### src/rtl/vga_sync_controller_pkg.sv
// vga_pkg: shared types and timing constants for the VGA sync controller.
//   axis_state_t   - per-axis phase (ACTIVE, FRONT, SYNC, BACK)
//   CNT_W          - width of the position counters
//   DEF_*          - default 640x480 timing
//   axis_total()   - total length of one axis (used for H_TOTAL and V_TOTAL)
//   next_phase()   - phase successor, BACK wraps to ACTIVE
package vga_pkg;

  localparam int unsigned CNT_W = 10;

  localparam int unsigned DEF_H_ACTIVE = 640;
  localparam int unsigned DEF_H_FP     = 16;
  localparam int unsigned DEF_H_SYNC   = 96;
  localparam int unsigned DEF_H_BP     = 48;
  localparam int unsigned DEF_V_ACTIVE = 480;
  localparam int unsigned DEF_V_FP     = 10;
  localparam int unsigned DEF_V_SYNC   = 2;
  localparam int unsigned DEF_V_BP     = 33;

  typedef enum logic [1:0] {
    ACTIVE = 2'd0,
    FRONT  = 2'd1,
    SYNC   = 2'd2,
    BACK   = 2'd3
  } axis_state_t;

  function automatic int unsigned axis_total(input int unsigned act_len,
                                             input int unsigned fp_len,
                                             input int unsigned sync_len,
                                             input int unsigned bp_len);
    return act_len + fp_len + sync_len + bp_len;
  endfunction

  function automatic axis_state_t next_phase(input axis_state_t s);
    case (s)
      ACTIVE:  return FRONT;
      FRONT:   return SYNC;
      SYNC:    return BACK;
      default: return ACTIVE;
    endcase
  endfunction

endpackage

### src/rtl/vga_sync_controller_if.sv
// vga_sync_controller_if: pixel-side bundle of the VGA sync controller.
//   pix_en      - pixel-rate enable into the controller
//   hsync/vsync - active-low sync pulses
//   video_on    - position is inside the visible area
//   x/y         - current pixel / line
//   frame_start - one-cycle pulse when (0,0) is presented
// Modports: master drives pix_en and observes timing; slave is the controller.
interface vga_sync_controller_if;
  import vga_pkg::*;

  logic             pix_en;
  logic             hsync;
  logic             vsync;
  logic             video_on;
  logic [CNT_W-1:0] x;
  logic [CNT_W-1:0] y;
  logic             frame_start;

  modport master (
    output pix_en,
    input  hsync, vsync, video_on, x, y, frame_start
  );

  modport slave (
    input  pix_en,
    output hsync, vsync, video_on, x, y, frame_start
  );

endinterface

### src/rtl/vga_sync_controller_axis_timing.sv
// vga_pos_cmp: 10-bit position equality comparator.
//   a_i, b_i - operands; eq_o - high when equal
//
// vga_axis_timing: one timing axis (counter + four-phase FSM).
//   clk, rst_n - clock, asynchronous active-low reset
//   adv_i      - advance the position by one
//   cnt_d_o    - counter value after this edge
//   state_d_o  - phase after this edge
//   wrap_o     - this advance takes the counter from TOTAL-1 to 0
// The next-state values are exported so the parent can register its
// outputs on the same edge as this counter, with no added latency.
module vga_pos_cmp
  import vga_pkg::*;
(
  input  logic [CNT_W-1:0] a_i,
  input  logic [CNT_W-1:0] b_i,
  output logic             eq_o
);
  assign eq_o = (a_i == b_i);
endmodule

module vga_axis_timing
  import vga_pkg::*;
#(
  parameter int unsigned ACT_LEN  = DEF_H_ACTIVE,
  parameter int unsigned FP_LEN   = DEF_H_FP,
  parameter int unsigned SYNC_LEN = DEF_H_SYNC,
  parameter int unsigned BP_LEN   = DEF_H_BP
) (
  input  logic             clk,
  input  logic             rst_n,
  input  logic             adv_i,
  output logic [CNT_W-1:0] cnt_d_o,
  output axis_state_t      state_d_o,
  output logic             wrap_o
);

  localparam int unsigned TOTAL = axis_total(ACT_LEN, FP_LEN, SYNC_LEN, BP_LEN);

  localparam logic [CNT_W-1:0] END_ACT  = CNT_W'(ACT_LEN - 1);
  localparam logic [CNT_W-1:0] END_FP   = CNT_W'(ACT_LEN + FP_LEN - 1);
  localparam logic [CNT_W-1:0] END_SYNC = CNT_W'(ACT_LEN + FP_LEN + SYNC_LEN - 1);
  localparam logic [CNT_W-1:0] END_BACK = CNT_W'(TOTAL - 1);

  logic [CNT_W-1:0] cnt_q, cnt_d;
  axis_state_t      state_q, state_d;
  logic [CNT_W-1:0] bound;
  logic             at_bound;
  logic             at_end;

  // Boundary of the phase we are currently in.
  always_comb begin
    bound = END_BACK;
    case (state_q)
      ACTIVE:  bound = END_ACT;
      FRONT:   bound = END_FP;
      SYNC:    bound = END_SYNC;
      default: bound = END_BACK;
    endcase
  end

  vga_pos_cmp u_cmp_bound (
    .a_i  (cnt_q),
    .b_i  (bound),
    .eq_o (at_bound)
  );

  vga_pos_cmp u_cmp_end (
    .a_i  (cnt_q),
    .b_i  (END_BACK),
    .eq_o (at_end)
  );

  assign wrap_o = adv_i & at_end;

  always_comb begin
    cnt_d   = cnt_q;
    state_d = state_q;
    if (adv_i) begin
      cnt_d = at_end ? '0 : cnt_q + CNT_W'(1);
      if (at_bound) begin
        state_d = next_phase(state_q);
      end
    end
  end

  always_ff @(posedge clk or negedge rst_n) begin
    if (!rst_n) begin
      cnt_q   <= END_BACK;
      state_q <= BACK;
    end else begin
      cnt_q   <= cnt_d;
      state_q <= state_d;
    end
  end

  assign cnt_d_o   = cnt_d;
  assign state_d_o = state_d;

endmodule

### src/rtl/vga_sync_controller.sv
// vga_sync_controller: 640x480 (parameterisable) VGA timing generator.
//   clk    - system clock
//   rst_n  - asynchronous active-low reset
//   vga    - slave side of vga_sync_controller_if:
//            pix_en in; hsync, vsync, video_on, x, y, frame_start out
// All outputs are registered from the axis next-state values, so x, y,
// syncs and video_on change together on the edge that moves the counters.
module vga_sync_controller
  import vga_pkg::*;
#(
  parameter int unsigned H_ACTIVE = DEF_H_ACTIVE,
  parameter int unsigned H_FP     = DEF_H_FP,
  parameter int unsigned H_SYNC   = DEF_H_SYNC,
  parameter int unsigned H_BP     = DEF_H_BP,
  parameter int unsigned V_ACTIVE = DEF_V_ACTIVE,
  parameter int unsigned V_FP     = DEF_V_FP,
  parameter int unsigned V_SYNC   = DEF_V_SYNC,
  parameter int unsigned V_BP     = DEF_V_BP
) (
  input  logic                 clk,
  input  logic                 rst_n,
  vga_sync_controller_if.slave vga
);

  localparam int unsigned H_TOTAL = axis_total(H_ACTIVE, H_FP, H_SYNC, H_BP);
  localparam int unsigned V_TOTAL = axis_total(V_ACTIVE, V_FP, V_SYNC, V_BP);

  logic [CNT_W-1:0] h_cnt_d, v_cnt_d;
  axis_state_t      h_state_d, v_state_d;
  logic             h_wrap, v_wrap;

  logic             hsync_q, hsync_d;
  logic             vsync_q, vsync_d;
  logic             video_on_q, video_on_d;
  logic [CNT_W-1:0] x_q, x_d;
  logic [CNT_W-1:0] y_q, y_d;
  logic             frame_start_q, frame_start_d;

  vga_axis_timing #(
    .ACT_LEN  (H_ACTIVE),
    .FP_LEN   (H_FP),
    .SYNC_LEN (H_SYNC),
    .BP_LEN   (H_BP)
  ) u_h (
    .clk       (clk),
    .rst_n     (rst_n),
    .adv_i     (vga.pix_en),
    .cnt_d_o   (h_cnt_d),
    .state_d_o (h_state_d),
    .wrap_o    (h_wrap)
  );

  vga_axis_timing #(
    .ACT_LEN  (V_ACTIVE),
    .FP_LEN   (V_FP),
    .SYNC_LEN (V_SYNC),
    .BP_LEN   (V_BP)
  ) u_v (
    .clk       (clk),
    .rst_n     (rst_n),
    .adv_i     (h_wrap),
    .cnt_d_o   (v_cnt_d),
    .state_d_o (v_state_d),
    .wrap_o    (v_wrap)
  );

  // Vertical only advances on a horizontal wrap, so a vertical wrap is
  // exactly the edge that lands on (0,0); it is zero whenever pix_en is low.
  always_comb begin
    hsync_d       = (h_state_d != SYNC);
    vsync_d       = (v_state_d != SYNC);
    video_on_d    = (h_state_d == ACTIVE) && (v_state_d == ACTIVE);
    x_d           = h_cnt_d;
    y_d           = v_cnt_d;
    frame_start_d = v_wrap;
  end

  always_ff @(posedge clk or negedge rst_n) begin
    if (!rst_n) begin
      hsync_q       <= 1'b1;
      vsync_q       <= 1'b1;
      video_on_q    <= 1'b0;
      x_q           <= CNT_W'(H_TOTAL - 1);
      y_q           <= CNT_W'(V_TOTAL - 1);
      frame_start_q <= 1'b0;
    end else begin
      hsync_q       <= hsync_d;
      vsync_q       <= vsync_d;
      video_on_q    <= video_on_d;
      x_q           <= x_d;
      y_q           <= y_d;
      frame_start_q <= frame_start_d;
    end
  end

  assign vga.hsync       = hsync_q;
  assign vga.vsync       = vsync_q;
  assign vga.video_on    = video_on_q;
  assign vga.x           = x_q;
  assign vga.y           = y_q;
  assign vga.frame_start = frame_start_q;

endmodule

### src/flat_wrapper.sv
// flat-port wrapper written by rule: the top's interface ports become plain ports
module vga_sync_controller_flat import vga_pkg::*;
#(
  parameter int unsigned H_ACTIVE = DEF_H_ACTIVE,
  parameter int unsigned H_FP     = DEF_H_FP,
  parameter int unsigned H_SYNC   = DEF_H_SYNC,
  parameter int unsigned H_BP     = DEF_H_BP,
  parameter int unsigned V_ACTIVE = DEF_V_ACTIVE,
  parameter int unsigned V_FP     = DEF_V_FP,
  parameter int unsigned V_SYNC   = DEF_V_SYNC,
  parameter int unsigned V_BP     = DEF_V_BP
)
  (clk, rst_n, vga_pix_en, vga_hsync, vga_vsync, vga_video_on, vga_x, vga_y, vga_frame_start);
  vga_sync_controller_if vga_i ();
  input  logic clk;
  input  logic rst_n;
  input wire logic [$bits(vga_i.pix_en)-1:0] vga_pix_en;
  output wire logic [$bits(vga_i.hsync)-1:0] vga_hsync;
  output wire logic [$bits(vga_i.vsync)-1:0] vga_vsync;
  output wire logic [$bits(vga_i.video_on)-1:0] vga_video_on;
  output wire logic [$bits(vga_i.x)-1:0] vga_x;
  output wire logic [$bits(vga_i.y)-1:0] vga_y;
  output wire logic [$bits(vga_i.frame_start)-1:0] vga_frame_start;
  assign vga_i.pix_en = vga_pix_en;
  assign vga_hsync = vga_i.hsync;
  assign vga_vsync = vga_i.vsync;
  assign vga_video_on = vga_i.video_on;
  assign vga_x = vga_i.x;
  assign vga_y = vga_i.y;
  assign vga_frame_start = vga_i.frame_start;
  vga_sync_controller #(.H_ACTIVE(H_ACTIVE), .H_FP(H_FP), .H_SYNC(H_SYNC), .H_BP(H_BP), .V_ACTIVE(V_ACTIVE), .V_FP(V_FP), .V_SYNC(V_SYNC), .V_BP(V_BP)) u_core (.clk(clk), .rst_n(rst_n), .vga(vga_i));
endmodule
### config.mk
export PLATFORM = sky130hd
export DESIGN_NAME = vga_sync_controller_flat
export DESIGN_NICKNAME = d
export VERILOG_FILES = /design/src/rtl/vga_sync_controller_pkg.sv /design/src/rtl/vga_sync_controller_if.sv /design/src/rtl/vga_sync_controller_axis_timing.sv /design/src/rtl/vga_sync_controller.sv /design/src/flat_wrapper.sv
export SDC_FILE = /design/constraint.sdc
export NUM_CORES = 1
export LEC_CHECK = 0
export ABC_CLOCK_PERIOD_IN_PS = 5000
export BUFFER_PORTS_ARGS = -buffer_cell sky130_fd_sc_hd__buf_2
export CORE_ASPECT_RATIO = 1.75
export CORE_MARGIN = 2
export CORE_UTILIZATION = 60
export DETAILED_ROUTE_END_ITERATION = 8
export GPL_TIMING_DRIVEN = 0
export PLACE_DENSITY = 0.84
export SLEW_MARGIN = 20
export SYNTH_ARGS = -nofsm -noshare
export SYNTH_HDL_FRONTEND = slang
export SYNTH_SLANG_ARGS = --single-unit
### constraint.sdc
create_clock -name clk -period 5 [get_ports clk]
set_input_delay 0 -clock clk [delete_from_list [all_inputs] [get_ports clk]]
set_output_delay 0 -clock clk [all_outputs]
set_load 0.02 [all_outputs]
==> metrics.txt, run 1 <==
Mapped Nets=between 150 and 200; Die W=roughly 43 um; largest net degree at the start of global routing=29; Placer Congestion=0.805; core area=roughly 0.0026 mm^2; worst r2r src=u_core.u_v.state_q[0]; R2R Setup Slk=about 2800 ps; vias in the first global route=~1.3k; die height=approximately 73 um; # rows=25; root buffer cell=clkbuf_8; maximum clock rate=roughly 460 MHz; crit-path max FO=8; share of cells above drive strength 1=between 20% and 30%; Critical-path top delay cell=dfstp_2; CTS buffer count=3; layout net count=just over 200; Post-Synth Simple-Gate Area=roughly a quarter; area share of fa/ha/maj cells after synthesis=between 6 and 7%; pwr dens=about 320 mW/mm^2; clk sinks=28; synth top area cells=dfstp_2 (26%), dfrtp_1 (18%), ha_1 (6.9%); grt ovf=0; top_reg_cell synth=dfstp_2; minimum clock period=about 2200 ps; hpwl dp=2550 um; Hold WC Path Type=in2async; Post-Synth XOR/XNOR Area=roughly 7.5%; Max Slew Vio Count=0; Synth Area per Inst=about 10 um^2; Vias=1321; Starting DRT DRC Count=40; ANT nets after route=0; CP startpoint=u_core.u_v.state_q[0]; GRT Total Usage=between 20 and 25%; DR vias/cell=between 5 and 6; Setup crit end=u_core.vga.video_on; Worst Tran Pin Value=613 ps; EDFF count, synth=0; max_cap viols=0; area fraction of the dominant cell type after synthesis=between 20% and 30%; most frequent cells in the layout=buf_2 (26), nand2_1 (18), nor2_1 (16), dfstp_2 (16), dfrtp_1 (12); antenna violations before repair=0; RSZ-0062 raised after global routing=no; outcome=completed; count of final hold-check violations=0; Starting Density=about 62%; critical path depth=7; largest family of logic cells by synthesized area=simple AND/OR/NAND/NOR gates; first-pass GRT wire length=a little under 6000 um; WP data required=between 5000 and 6000 ps; H-tree levels=1; FF-to-FF End=u_core.vga.video_on; VDD IR max=~260 uV; leak pwr=about 0.86 nW; FFs w/ async S/R, synth=100%; post-CTS resize count=0; die footprint=0.00316 mm^2; CTS clk-pin slew, worst paths=90 ps; Final setup viols=0; clock skew=2.22 ps; area delta synth->final=13.8%; crit end category=flop; Buffers on Ports=25; WS Path Type=reg2reg; ant diodes=0; Worst-Skew Late Latency=270 ps; Setup Fix Bufs, Post-CTS=0; worst-path cell chain=inv_1 > ha_1 > nor2_1 > a21oi_1 > a2111oi_4 > nand2_1 > a22oi_1; sequential fraction of the synthesis area=44.3%; clock buffer depth=2; period utilization=a little over two fifths; Detailed Routing Iterations Pass 1=4; CTS tree=yes; Ys Warns=0; area leader, netlist=dfstp_2; Synth Cell Area=~0.0016 mm^2; setup total negative slack=0 ps; hold_buf cts=2; flops & latches, synth=28; final WL=about 3300 um; Critical Path Start Type=flop; complex-gate fraction of the synthesized area=between 10 and 15%; commonest non-fill, non-tap cell in the layout=buf_2; Max-slew headroom=59.2%; crit path buf inv count=1; max incr delay on CP=~590 ps; Mapped Cells=163; mux contribution to synthesized area=under 10%; Critical Path AT=roughly 2400 ps; post-placement cell area=0.00178 mm^2; Routed wire per std cell=around 15 um; number of distinct library cells after synthesis=40; crit-path leading delay family=compound AO/OA/AOI/OAI gates; IO Pins=27; fin area=between 0.0015 and 0.002 mm^2; number of remaining DRC errors=0; R2R depth=7
[flip-flops by register name (all words and copies together), names as in the netlist]
signal / count
u_core.vga.x: 10
u_core.vga.y: 10
u_core.u_h.state_q: 2
u_core.u_v.state_q: 2
u_core.vga.frame_start: 1
u_core.vga.hsync: 1
u_core.vga.video_on: 1
u_core.vga.vsync: 1
[cell families after synthesis]
group | after synthesis
simple gates | 71
buf+inv | 11
fa+ha+maj | 9
xor+xnor | 14
flops | 28
mux | 2
compound gates | 28
[per-stage QoR]
| step | worst slack, ps | util, % | instances | hold WS (ps) | power [W] |
|---|---|---|---|---|---|
| 2_1_floorplan | 3030 | - | 163 | -296 | 0.000411 |
| 3_3_place_gp | 2930 | 67.9 | 215 | 36.3 | 0.000454 |
| 3_5_place_dp | 2840 | 67.9 | 215 | 48.9 | 0.000464 |
| 4_1_cts | 2810 | 70.4 | 221 | 290 | 0.000589 |
| 5_1_grt | 2640 | 70.4 | 221 | 329 | 0.000620 |
| 6_report | 2830 | 70.4 | 221 | 265 | 0.000585 |
[worst min path at each step]
stage,from,endpoint,slack [ps],cells after the start
floorplan,rst_n,u_core.vga.frame_start,-300,0
global placement,rst_n,u_core.vga.x[5],40,1
detailed placement,rst_n,u_core.vga.x[5],50,1
CTS,rst_n,u_core.vga.x[5],290,2
global route,rst_n,u_core.vga.x[5],330,2
finish,rst_n,u_core.vga.x[5],270,2
[metal layers]
metal	up-vias	global-route usage [%]	share of wire [%]	wire length [um]
met3	5	2.97	2.3	76
met1	655	25.8	38	1270
met2	26	46.9	58	1930
met5	-	0	0	0
li1	635	-	-	-
met4	0	7.07	1.3	44
[layout make-up]
class	count	area, um^2
Buffer	4	27.5
Clock buffer	4	45.0
Fill cell	221	778
Inverter	7	26.3
Multi-Input combinational cell	124	851
Sequential cell	28	721
Tap cell	27	33.8
Timing Repair Buffer	27	145
[Yosys cell counts (2+ instances only)]
cell	count
inv_1	7
o21ai_0	2
nand2_1	18
o22ai_1	3
o31ai_1	2
o31a_1	2
nand2b_1	3
nand4_1	6
and3b_1	2
and4_1	3
nor2b_1	2
ha_1	9
xnor2_1	7
and2_1	2
or3_1	2
nor3_1	5
nand3b_1	2
mux2i_1	2
a21oi_1	2
dfrtp_1	12
dfstp_2	16
o31ai_2	2
xor2_1	7
nor2_1	16
o21ai_1	10
nand3_1	5
[report_power, final]
group | switching [W] | internal [W] | leakage (nW)
sequential | 0.0000476 | 0.000271 | 0.329
combinational | 0.0000833 | 0.0000586 | 0.506
clock | 0.0000670 | 0.0000571 | 0.0228
total | 0.000198 | 0.000387 | 0.857
No activity file was read; power rests on OpenSTA's default activity.
==> run 2, diff against run 1 <==
Settings changed: ABC_AREA set to 1, ABC_CLOCK_PERIOD_IN_PS 5000 to 2100, CORE_UTILIZATION 60 to 56, PLACE_DENSITY 0.84 to 0.79.
Clock period 5 ns to 2.1 ns, I/O delays scaled along.
==> run 2 against run 1 <==
- sequential power rose by 150%
- die area rose by 14%
- core utilization decreased by 2.0 points
- total power rose to 2.8 times the previous value
- setup slack lost 2600 ps
- via count up 22%
- non-clock buffer count down 2
==> metrics.txt, run 2 <==
fin util=68.3% (was 70.4%); ANT nets after route=0 (unchanged); ant diodes=0 (unchanged); leak pwr=1.09 nW (was 0.857 nW); Internal=0.00101 W (was 0.000387 W); synth top area cells=dfstp_2 (24%), dfrtp_1 (17%), nand2_1 (13%) (was dfstp_2 (26%), dfrtp_1 (18%), ha_1 (6.9%)); total power=0.00163 W (was 0.000585 W); number of remaining DRC errors=0 (unchanged); commonest non-fill, non-tap cell in the layout=nand2_1 (was buf_2); CTS tree=yes (unchanged); setup total negative slack=0 ps (unchanged); Die W=46.3 um (was 43.3 um); # rows=26 (was 25); sequential share of power=48.2% (was 54.5%); Starting DRT DRC Count=56 (was 40); Mapped Cells=241 (was 163); crit-path max FO=9 (was 8); area fraction of the dominant cell type after synthesis=24.0% (was 25.9%); Critical Path AT=2030 ps (was 2360 ps); Worst Tran Pin Value=614 ps (was 613 ps); Buffers on Ports=26 (was 25); die footprint=0.00361 mm^2 (was 0.00316 mm^2); Placed Instances=309 (was 215); root buffer cell=clkbuf_8 (unchanged); most frequent cells in the layout=nand2_1 (59), inv_1 (38), nor2_1 (33) (was buf_2 (26), nand2_1 (18), nor2_1 (16), dfstp_2 (16), dfrtp_1 (12)); Starting Density=59.2% (was 61.9%); Psw=0.000617 W (was 0.000198 W); number of distinct library cells after synthesis=22 (was 40); Final setup viols=0 (unchanged); Synth Area per Inst=7.27 um^2 (was 9.97 um^2); Comb power frac=31.4% (was 24.3%); Detailed Routing Iterations Pass 1=4 (unchanged); minimum clock period=1870 ps (was 2170 ps); DR vias/cell=5.13 (was 5.98); pwr dens=805 mW/mm^2 (was 316 mW/mm^2); die height=78.0 um (was 72.9 um); share of cells above drive strength 1=22.0% (was 27.3%); top-count cell post-synth=nand2_1 (unchanged); Hold WC Path Type=in2async (unchanged); Worst-Skew Late Latency=270 ps (about the same); area leader, netlist=dfstp_2 (unchanged); H-tree levels=1 (unchanged); final WL=3680 um (was 3310 um); Max Slew Vio Count=0 (unchanged); max_cap viols=0 (unchanged); CTS buffer count=3 (unchanged); Mapped Nets=253 (was 175); grt ovf=0 (unchanged); WS Path Type=reg2reg (unchanged); outcome=completed (unchanged); crit end category=flop (unchanged); sequential fraction of the synthesis area=41.1% (was 44.3%); flops & latches, synth=28 (unchanged); VDD IR max=508 uV (was 263 uV); maximum clock rate=534 MHz (was 460 MHz); FFs w/ async S/R, synth=100% (unchanged); IO Pins=27 (unchanged); CTS clk-pin slew, worst paths=90 ps (about the same); clock share of power=20.4% (was 21.2%); clock buffer depth=2 (unchanged); Max-slew headroom=59.1% (was 59.2%); area delta synth->final=15.4% (was 13.8%); Post-Layout Cell Count=315 (was 221); Critical Path Start Type=flop (unchanged); core area=0.00296 mm^2 (was 0.00263 mm^2); Routed wire per std cell=11.7 um (was 15.0 um); largest net degree at the start of global routing=29 (unchanged); Placer Congestion=0.946 (was 0.805); sw frac=37.9% (was 33.9%); Ys Warns=0 (unchanged); vias in the first global route=1556 (was 1321); clock skew=4.62 ps (was 2.22 ps); WP data required=2260 ps (was 5190 ps); first-pass GRT wire length=6330 um (was 5810 um); Vias=1616 (was 1321); EDFF count, synth=0 (unchanged); layout net count=286 (was 207); count of final hold-check violations=0 (unchanged); GRT Total Usage=23.0% (was 24.0%); hpwl dp=2850 um (was 2550 um); Synth Cell Area=0.00175 mm^2 (was 0.00163 mm^2); antenna violations before repair=0 (unchanged); clk sinks=28 (unchanged); RSZ-0062 raised after global routing=no (unchanged); Post-synth top cells=nand2_1 (59), inv_1 (38), nor2_1 (33), nand3_1 (21), dfstp_2 (16) (was nand2_1 (18), dfstp_2 (16), nor2_1 (16), dfrtp_1 (12), o21ai_1 (10)); period utilization=89.2% (was 43.5%); top_reg_cell synth=dfstp_2 (unchanged)
[run 2: cell count changes in the layout (fill, tap and decap cells not counted), sizes merged, moves of 3 or more]
cell	before	now
nand2	18	62
inv	7	39
nor2	16	38
nand3	5	21
xnor2	7	0
a21oi	2	7
o31ai	4	0
and4	3	0
nand2b	3	0
o21ai	12	15
o22ai	3	0
xor2	7	4
[run 2: layout make-up]
type | instances | area [um^2]
fill | 270 | 937
buffer | 1 | 11.3
tap | 42 | 52.6
clock buffer | 4 | 55.1
timing repair buffer | 28 | 150
multi-input combinational | 172 | 882
sequential | 28 | 721
inverter | 40 | 151
[run 2: kinds of logic (layout without fill, tap and decap cells)]
logic type / Yosys count / count (layout) / synth area share, %
AOI/OAI and AO/OA: 23 / 23 / 7.07
xor gates and xnor gates: 4 / 4 / 2.00
adders and majority gates: 9 / 9 / 6.42
buffers and inverters: 41 / 73 / 9.28
DFF: 28 / 28 / 41.1
and+or+nand+nor: 136 / 136 / 34.1
[run 2: final timing paths]
kind / startpoint / to / slack [ps] / cells past startpoint
hold / removal: rst_n / u_core.vga.y[6] / 260 / 2
hold reg to reg: u_core.u_h.state_q[1] / u_core.u_h.state_q[1] / 530 / 2
max in group asynchronous: rst_n / u_core.vga.video_on / 1430 / 2
setup / recovery: u_core.vga.x[0] / u_core.vga.y[4] / 230 / 8
setup reg to reg: u_core.vga.x[0] / u_core.vga.y[4] / 230 / 8
min in group clk: vga_pix_en / u_core.vga.x[9] / 510 / 3
[run 2: repair_timing]
action / in CTS / in global routing
gates resized for setup: 0 / 1
buffers inserted: 0 / 0
hold buffers: 2 / 0
endpoints found under the hold margin: 14 / 0
endpoints found under the setup margin: 0 / 1
[run 2: metrics by stage]
step | setup slack [ps] | area (um^2) | hold slack (ps)
after global routing | 7.63 | 2020 | 352
after detailed placement | 208 | 1940 | 49.9
after floorplan | 404 | 1750 | -296
after CTS | 178 | 2010 | 290
final | 228 | 2020 | 259
after global placement | 263 | 1940 | 43.2
[run 2: critical path, stage by stage, from the launching register on]
cell and delay, ps:
dfstp_2 580, ha_1 210, nand2_2 80, inv_2 50, nand2_2 60, nor2_2 320
nand4_1 180, o21ai_0 200, a21oi_1 60
[run 2: metal layers]
| layer | routed length, um | GRT usage (%) |
|---|---|---|
| met1 | 1490 | 26.4 |
| met2 | 2060 | 41.1 |
| met3 | 50 | 2.30 |
| met4 | 80 | 8.57 |
| met5 | 0 | 0 |
[run 2: power by group through the flow]
stage	Combinational [W]	Sequential, W	Clock (W)
floorplan	0.000252	0.000889	0
global placement	0.000499	0.000792	0
detailed placement	0.000509	0.000794	0
CTS	0.000514	0.000784	0.000339
global route	0.000576	0.000805	0.000356
finish	0.000511	0.000785	0.000331
==> run 3, diff against run 2 <==
Settings changed: CORE_UTILIZATION 56 to 58, CTS_BUF_LIST set to sky130_fd_sc_hd__clkbuf_8, PLACE_DENSITY 0.79 to 0.81.
==> run 3 against run 2 <==
- combinational power about the same
- wire length increased by 2.1%
- via count decreased by 1.1%
- largest power group unchanged
- critical path type unchanged
- clock skew increased by 5.7 ps
==> metrics.txt, run 3 (same netlist as run 2, synthesis figures left out) <==
Placed Instances=295 (was 309); Detailed Routing Iterations Pass 1=4 (unchanged); R2R depth=13 (was 8); fin area=0.00202 mm^2 (about the same); CTS clk-pin slew, worst paths=100 ps (was 90 ps); clock skew=10.3 ps (was 4.62 ps); core area=0.00290 mm^2 (was 0.00296 mm^2); outcome=completed (unchanged); VDD IR max=557 uV (was 508 uV); CTS tree=yes (unchanged); pwr dens=851 mW/mm^2 (was 805 mW/mm^2); Worst Tran Pin Value=607 ps (was 614 ps); Critical-path top delay cell=dfstp_2 (unchanged); max incr delay on CP=560 ps (was 580 ps); setup total negative slack=0 ps (unchanged); fillers=258 (was 270); # rows=26 (unchanged); final WL=3750 um (was 3680 um); CP startpoint=u_core.u_h.state_q[0] (was u_core.vga.x[0]); minimum clock period=1930 ps (was 1870 ps); crit end category=flop (unchanged); ANT nets after route=0 (unchanged); Worst-Skew Late Latency=280 ps (was 270 ps); share of cells above drive strength 1=22.0% (unchanged); post-placement cell area=0.00192 mm^2 (was 0.00194 mm^2); worst-path cell chain=inv_1 > ha_1 > nor2_1 > nand2_1 > nand2_1 > nand2_1 > inv_1 > nand2_1 > nand2_1 > nand2_1 > nor2_1 > nand2_1 > nor2_1 (was ha_1 > nand2_2 > inv_2 > nand2_2 > nor2_2 > nand4_1 > o21ai_0 > a21oi_1); max_cap viols=0 (unchanged); grt ovf=0 (unchanged); Post-Layout Cell Count=301 (was 315); Routed wire per std cell=12.5 um (was 11.7 um); crit-path max FO=4 (was 9); number of remaining DRC errors=0 (unchanged); Max-slew headroom=59.6% (was 59.1%); DR vias/cell=5.31 (was 5.13); Starting DRT DRC Count=56 (unchanged); largest net degree at the start of global routing=29 (unchanged); FF-to-FF End=u_core.vga.video_on (was u_core.vga.y[4]); hpwl dp=2910 um (was 2850 um); worst r2r src=u_core.u_h.state_q[0] (was u_core.vga.x[0]); fin util=69.8% (was 68.3%); GRT Total Usage=25.6% (was 23.0%); Starting Density=60.5% (was 59.2%); WS Path Type=reg2reg (unchanged); R2R Setup Slk=170 ps (was 230 ps); die footprint=0.00350 mm^2 (was 0.00361 mm^2); area of the multi-input gates=882 um^2 (unchanged); Max Slew Vio Count=0 (unchanged); layout net count=286 (unchanged); commonest non-fill, non-tap cell in the layout=nand2_1 (unchanged); die height=76.7 um (was 78.0 um); clock buffer depth=2 (unchanged); maximum clock rate=518 MHz (was 534 MHz); Setup crit end=u_core.vga.video_on (was u_core.vga.y[4]); WP data required=2310 ps (was 2260 ps); sequential standard cell area=721 um^2 (unchanged); CP most frequent cell=nand2_1 (was nand2_2); count of final hold-check violations=0 (unchanged); vias in the first global route=1606 (was 1556); Final setup viols=0 (unchanged); IO Pins=27 (unchanged); Critical Path AT=2140 ps (was 2030 ps); leak pwr=1.10 nW (was 1.09 nW); Hold WC Path Type=in2async (unchanged); Critical Path Start Type=flop (unchanged); period utilization=92.0% (was 89.2%); Die W=45.6 um (was 46.3 um); first-pass GRT wire length=6780 um (was 6330 um); area delta synth->final=15.3% (was 15.4%); CTS buffer count=3 (unchanged); antenna violations before repair=0 (unchanged); clk sinks=28 (unchanged); RSZ-0062 raised after global routing=no (unchanged); ant diodes=0 (unchanged); root buffer cell=clkbuf_8 (unchanged); Vias=1598 (was 1616); most frequent cells in the layout=nand2_1 (59), inv_1 (38), nor2_1 (33) (unchanged); H-tree levels=1 (unchanged); Placer Congestion=0.937 (was 0.946); Buffers on Ports=26 (unchanged)
-- run 3: cell count changes in the layout (fill, tap and decap cells not counted) --
cell       previous run  this run
bufinv_16             0         1
clkbuf_8              4         3
-- run 3: repair_timing --
action                                  4_1_cts  5_1_grt
endpoints found under the setup margin        0        2
hold buffers                                  2        0
hold endpoints to repair                     14        0
setup buffers                                 0        0
resized for setup                             0        1
-- run 3: area by class of cell --
cell class / count / area share, %
sequential: 28 / 35.6
clock buffer: 3 / 2.04
clock inverter: 1 / 1.49
timing repair buffer: 28 / 7.43
multi-input combinational: 172 / 43.6
buffer: 1 / 0.557
inverter: 40 / 7.49
tap: 28 / 1.73
-- run 3: power breakdown --
part	internal [W]	leakage (nW)	switching, W
registers	0.000672	0.306	0.000114
clock network	0.000256	0.0357	0.000169
logic	0.000171	0.759	0.000341
total	0.00110	1.10	0.000623
-- run 3: metal layers --
metal,global-route usage [%],part of all wire (%),routed length (um),up-vias
li1,-,-,-,821
met1,28.8,39,1470,739
met2,45.5,57,2120,31
met3,2.82,2.1,80,7
met4,10.3,2.1,77,0
met5,0,0,0,-
-- run 3: stage by stage --
stage / total power [W] / hold slack [ps] / setup WS [ps]
after floorplan: 0.00114 / -296 / 404
after global placement: 0.00129 / 42.5 / 257
after global routing: 0.00184 / 332 / 26.7
final: 0.00172 / 243 / 168
after CTS: 0.00174 / 284 / 129
after detailed placement: 0.00131 / 49.7 / 155
-- run 3: worst max-delay path, delay by kind of cell, from the launching register on --
family	cells	cell delay, ps
flip-flops	1	560
AND/OR/NAND/NOR	10	780
buffers and inverters	2	160
adder cells (fa/ha/maj)	1	350
-- run 3: how the worst min path moves through the flow --
| stage | endpoint | slack, ps | cells after the start |
|---|---|---|---|
| after CTS | u_core.vga.y[8] | 280 | 2 |
| final | u_core.vga.y[8] | 240 | 2 |
| after floorplan | u_core.vga.frame_start | -300 | 0 |
| after global placement | u_core.vga.y[8] | 40 | 1 |
| after detailed placement | u_core.vga.y[8] | 50 | 1 |
| after global routing | u_core.vga.y[8] | 330 | 2 |
